===== config.mk =====
export PLATFORM = sky130hd
export DESIGN_NAME = smg_time_counter
export DESIGN_NICKNAME = d
export VERILOG_FILES = /design/src/rtl/smg_time_counter.sv
export SDC_FILE = /design/constraint.sdc
export NUM_CORES = 1
export LEC_CHECK = 0
export ABC_CLOCK_PERIOD_IN_PS = 2670
export CAP_MARGIN = 20
export CORE_MARGIN = 5
export CORE_UTILIZATION = 58
export CTS_BUF_LIST = sky130_fd_sc_hd__clkbuf_4 sky130_fd_sc_hd__clkbuf_8
export DETAILED_ROUTE_END_ITERATION = 7
export PLACE_DENSITY = 0.82
export SYNTH_ARGS = -nofsm -noshare
export SYNTH_HDL_FRONTEND = slang
export SYNTH_SLANG_ARGS = --single-unit

===== constraint.sdc =====
create_clock -name CLK -period 2.67 [get_ports CLK]
set_clock_uncertainty 0.15 [all_clocks]
set_input_delay 0.6675 -clock CLK [delete_from_list [all_inputs] [get_ports CLK]]
set_output_delay 0.6675 -clock CLK [all_outputs]
set_load 0.01 [all_outputs]

===== src/rtl/smg_time_counter.sv =====
// smg_time_counter: one-second prescaler and BCD HH:MM:SS counter with a button-driven set mode.
module smg_time_counter #(
    parameter int CLK_DIV = 50_000_000
) (
    input  logic        CLK,
    input  logic        RST,
    input  logic        Set_Sel,
    input  logic        Set_Inc,
    output logic [23:0] Digit_Data,
    output logic [5:0]  Blink_Mask,
    output logic        Sec_Tick,
    output logic        Set_Active
);
    localparam int PW = $clog2(CLK_DIV);
    localparam logic [PW-1:0] LAST = PW'(CLK_DIV - 1);
    typedef enum logic [1:0] {RUN, SET_HOUR, SET_MIN, SET_SEC} state_t;
    state_t state, state_n;
    logic [PW-1:0] presc, presc_n;
    logic [7:0] hour, min, sec, hour_n, min_n, sec_n;
    logic sel_prev, inc_prev, sel_edge, inc_edge, tick;
    function automatic logic [7:0] inc_bcd(input logic [7:0] v, input logic [7:0] top);
        return (v == top) ? 8'h00 : (v[3:0] == 4'd9) ? {v[7:4] + 4'd1, 4'd0} : {v[7:4], v[3:0] + 4'd1};
    endfunction
    assign sel_edge = Set_Sel & ~sel_prev;
    assign inc_edge = Set_Inc & ~inc_prev;
    assign Digit_Data = {hour, min, sec};
    // A select edge in RUN wins over a pending tick and restarts the second.
    always_comb begin
        tick = state == RUN && !sel_edge && presc == LAST;
        presc_n = (state == RUN && !sel_edge && presc != LAST) ? presc + PW'(1) : '0;
        state_n = !sel_edge ? state : state == RUN ? SET_HOUR : state == SET_HOUR ? SET_MIN :
                  state == SET_MIN ? SET_SEC : RUN;
        sec_n = (tick || (inc_edge && state == SET_SEC)) ? inc_bcd(sec, 8'h59) : sec;
        min_n = ((tick && sec == 8'h59) || (inc_edge && state == SET_MIN)) ? inc_bcd(min, 8'h59) : min;
        hour_n = ((tick && sec == 8'h59 && min == 8'h59) || (inc_edge && state == SET_HOUR)) ?
                 inc_bcd(hour, 8'h23) : hour;
    end
    always_ff @(posedge CLK) begin
        if (RST) begin
            state <= RUN;
            presc <= '0;
            hour <= '0;
            min <= '0;
            sec <= '0;
            sel_prev <= 1'b1;
            inc_prev <= 1'b1;
            Sec_Tick <= 1'b0;
            Blink_Mask <= '0;
            Set_Active <= 1'b0;
        end else begin
            state <= state_n;
            presc <= presc_n;
            hour <= hour_n;
            min <= min_n;
            sec <= sec_n;
            sel_prev <= Set_Sel;
            inc_prev <= Set_Inc;
            Sec_Tick <= tick;
            Blink_Mask <= state_n == SET_HOUR ? 6'b110000 : state_n == SET_MIN ? 6'b001100 :
                          state_n == SET_SEC ? 6'b000011 : 6'b000000;
            Set_Active <= state_n != RUN;
        end
    end
endmodule


# After elaboration in Yosys (flattened, before gate mapping)
# Cells that the tools add are included.
[classes]
n_reduce_logical = 23
n_eq_ne = 14
n_mux = 13
add_sub_neg = 7
n_bitwise = 5
[ops]
columns = ["operator", "count"]
rows = [
  ["8-bit two-way mux", 6],
  ["26-bit by 1-bit adder with 26-bit output, second input constant", 1],
  ["26-bit equality test, second input constant", 1],
  ["26-bit inequality test, second input constant", 1],
  ["4-bit by 1-bit adder with 4-bit output, second input constant", 6],
  ["8-bit by 7-bit equality test with 1-bit output, second input constant", 2],
  ["4-bit equality test, second input constant", 3],
  ["2-bit two-way mux", 5],
  ["2-bit equality test, second input constant", 4],
  ["8-bit by 6-bit equality test with 1-bit output, second input constant", 1],
  ["1-bit logical AND", 8],
  ["2-bit nonzero test", 4],
  ["6-bit two-way mux", 1],
  ["2-bit AND reduction", 3],
  ["2-bit by 1-bit equality test with 1-bit output, second input constant", 2],
  ["4-bit two-way mux", 1],
  ["2-bit OR reduction", 2],
  ["1-bit logical OR", 3],
  ["1-bit inverter", 3],
  ["3-bit OR reduction", 1],
  ["1-bit bitwise AND", 2],
  ["2-bit logical NOT", 1],
  ["1-bit logical NOT", 1],
]
[word_totals]
register_bits = 62
in_bits = 4
out_inout_bits = 32
elab_cells = 77

# Longest topological paths before layout
[logic_depth]
word_depth = 9
mapped_depth = 8
depth_no_buf = 7

# Worst setup path before layout
# No wires, ideal clock.
[synth_path]
path_type = "input to register"
start = "in Set_Sel"
end = "reg min[1]"
path_stages = 6
setup_time_ns = 0.123
arrival_time_ns = 1.936
slack_ns = 0.461
n_path_buf = 1
required_ns = 2.397
path_cell_list = "nand2b_1 > clkbuf_1 > nand3_1 > nor4_4 > o21a_1 > mux2_1"
[synth_via]
elab_chain_len = 6
[synth_rtl]
columns = ["element", "line_no", "rtl"]
rows = [
  ["start: declaration", "7", "input logic Set_Sel,"],
  ["1-bit bitwise AND", "24", "assign sel_edge = Set_Sel & ~sel_prev;"],
  ["1-bit logical NOT", "n/a", ""],
  ["1-bit logical AND (2 in series)", "29", "tick = state == RUN && !sel_edge && presc == LAST;"],
  ["1-bit logical AND", "34", "min_n = ((tick && sec == 8'h59) || (inc_edge && state == SET_MIN)) ? inc_bcd(min, 8'h59) : min;"],
  ["1-bit logical OR", "34", ""],
  ["end signal: assignment", "54", "min <= min_n;"],
  ["end: declaration", "19", "logic [7:0] hour, min, sec, hour_n, min_n, sec_n;"],
]
# Every way passes these cells.
# A chain may end at the register's enable or synchronous reset.

# Final worst setup path
[layout_path]
start = "in Set_Sel"
end = "reg hour[7]"
[layout_via]
elab_chain_len = 8
[layout_rtl]
columns = ["element", "line_no", "rtl"]
rows = [
  ["1-bit bitwise AND", "24", ""],
  ["1-bit logical NOT", "n/a", ""],
  ["1-bit logical AND (2 in series)", "29", ""],
  ["1-bit logical AND (2 in series)", "35", "hour_n = ((tick && sec == 8'h59 && min == 8'h59) || (inc_edge && state == SET_HOUR)) ?"],
  ["1-bit logical OR", "35", ""],
  ["2-bit AND reduction (no source line)", "n/a", ""],
  ["end signal: assignment", "53", "hour <= hour_n;"],
  ["end: declaration", "19", ""],
]
# Every way passes these cells.

==> metrics.cfg <==
[synthesis]
ys_seq_area_share_pct = 38.4
synthArstFlopShare_pct = 0
synth_edf_count = 0
ys.flop_type = dfxtp_1
synthesis.area_um2 = 3080
synth.most_common_cell = dfxtp_1
yosys-top-cells-count = dfxtp_1 (59), nor2_1 (43), nand3_1 (27)
avgSynthCellArea_um2 = 8.99
yosysTopAreaCell = dfxtp_1
synthCells = 342
yosys_register_bits = 59
syn_nets = 361
synth_area_leaders = dfxtp_1 (38%), ha_1 (6.1%), nor2_1 (5.2%)
synth_top_area_share_pct = 38.4
yosys_warnings = 0
yosys.cell_types.count = 56

[routing]
drc = 0
via_count = 2566
wirelength_mm = 6.45
ant_nets = 0
dr.pass1.iters = 4
wire_per_inst_um = 14.3
viasPerCell = 5.68
drtIter0Drc = 105

[timing]
max_slew_margin_pct = 50.2
fin_crit_sh_pct = 83.9
grt_setup_unrepaired = no
hold_slack_ps = 302
drv_slew = 0
setup_viol = 0
setup-tns-final_ps = 0
hold_viol_final = 0
worst_slew_pin_slew_ps = 742
period_needed_ps = 2240
fmax_mhz = 446

[placed_design]
numPortBuffers = 35
place_area_um2 = 3480
dp.cells = 436
post-dp-hpwl_mm = 4.66
gp_congestion = 0.820

[global_routing]
grt_pass1_vias = 2549
track_usage_pct = 19.6
antenna_found_initial = 0
grt_first_pass_wirelength_mm = 11.2
overflow = 0
grt_max_degree = 36

[setup_path]
cp_cell_sequence = clkdlybuf4s50_1, nand2b_1, buf_4, and3_1, nand4_2, a21o_1, o41ai_1
rr_worst_depth = 6
r2r-start = presc[0]
required_ps = 2760
r2r_end = min[1]
start_kind = input pin
reg2reg_setup_slack_ps = 430
slowest_stage = clkdlybuf4s50_1
arrival_ps = 2330
endpoint_kind = register
max_stage_delay_ps = 410
cp_max_fo = 5
path_class = input pin to register

[floorplan]
initial_core_util_pct = 59.8
die_w_um = 82.8
die_area_um2 = 6860
fp.dieH_um = 82.8
ios = 36
core_um2 = 5140
rows = 26

[clock_network]
cts_resized = 0
path_clk_slew_ps = 60
root_buffer = clkbuf_8
htreeDepth = 3
clkLatencyLatePin_ps = 340
cts_buffer_depth = 2
hold_buffers = 0
postCtsSetupBuffers = 0
cts.sinks = 59
cts_tree = built
cts_made_buffers = 9

[cells_and_area]
fin_area_um2 = 3690
fill_cells = 441
synthToLayoutAreaGrowth_pct = 19.9
final_cell_count_no_fill = 452
antenna_cells = 0
drive_gt1_share_pct = 10.2
fin_nets = 396

[worst_hold_path]
min_to = presc[0]
hold_path.class = register to register
min_from = presc[0]
worstHoldPathCells = 1

[power]
p_leak_nw = 1.41
vdd_drop_max_mv = 0.382
p_switching_mw = 0.377
p_comb_share_pct = 4.1
intPower_mw = 1.42
power_frac_seq_pct = 50.1
p_per_area_nw_per_um2 = 487
swShare_pct = 21.0
clock_power_share_pct = 45.9
power_mw = 1.80

[outcome]
status = complete, no violations

[flow_run]
drv_cap = 0

==> critical path: cells and delay by family <==
| kind | cells | cell delay [ps] |
|---|---|---|
| buffers and inverters | 2 | 550 |
| and+or+nand+nor | 3 | 530 |
| AOI/OAI and AO/OA | 2 | 580 |
==> logic make-up after synthesis <==
family	Yosys count	share of synthesized area [%]
buffers and inverters	28	4.19
DFF	59	38.4
and+or+nand+nor	161	29.3
adders and majority gates	15	6.10
AOI/OAI and AO/OA	46	12.1
xor gates and xnor gates	24	6.83
muxes	9	3.05
==> cell usage in the layout, fill, tap and decap left out, types with 9 or more instances in the layout <==
| master | n |
|---|---|
| clkdlybuf4s50_1 | 35 |
| ha_1 | 15 |
| nor2_1 | 43 |
| nand3_1 | 27 |
| xor2_1 | 18 |
| inv_1 | 11 |
| clkbuf_8 | 10 |
| nor3_1 | 12 |
| nand2_1 | 23 |
| and3_1 | 9 |
| dfxtp_1 | 59 |
==> layout make-up <==
class                      instances  area [um^2]  share of cell area (%)
multi-input combinational        255         1770                    47.9
sequential                        59         1180                    32.0
clock buffer                      14          168                    4.55
timing repair buffer              41          408                    11.1
inverter                          11         41.3                    1.12
tap                               70         87.6                    2.38
clock inverter                     2         35.0                   0.950
==> sequential cells by signal, summed over array words and instances (netlist names) <==
| signal | flops |
|---|---|
| Sec_Tick | 1 |
| Blink_Mask | 3 |
| inc_prev | 1 |
| min | 8 |
| hour | 8 |
| state | 2 |
| presc | 26 |
| sel_prev | 1 |
| sec | 8 |
| Set_Active | 1 |
==> worst max-delay path by stage <==
stage	slack (ps)	from	to
4_1_cts	420	presc[0]	min[1]
6_report	430	Set_Sel	hour[7]
3_3_place_gp	150	Set_Sel	min[1]
2_1_floorplan	460	Set_Sel	min[1]
5_1_grt	290	sec[4]	hour[7]
3_5_place_dp	120	Set_Sel	min[1]
==> layer usage <==
layer  wire length, um  track usage (%)  vias to the layer above
met1              2740             20.8                     1197
li1                  -                -                     1294
met4               160             10.3                        0
met2              3280             35.9                       61
met3               268             4.46                       14
met5                 0                0                        -
==> power groups by stage <==
stage	Sequential (mW)	Combinational [mW]	Clock (mW)
3_5_place_dp	0.918	0.0732	0
3_3_place_gp	0.918	0.0706	0
2_1_floorplan	0.917	0.0468	0
4_1_cts	0.899	0.0739	0.840
6_report	0.899	0.0728	0.824
5_1_grt	0.899	0.0805	0.891
==> metrics by stage <==
stage          utilization [%]  worst slack, ps
2_1_floorplan                -              461
3_3_place_gp              67.8              151
3_5_place_dp              67.8              116
4_1_cts                   71.7              421
5_1_grt                   71.7              294
6_report                  71.7              430
Power figures use the tool's default switching activity.
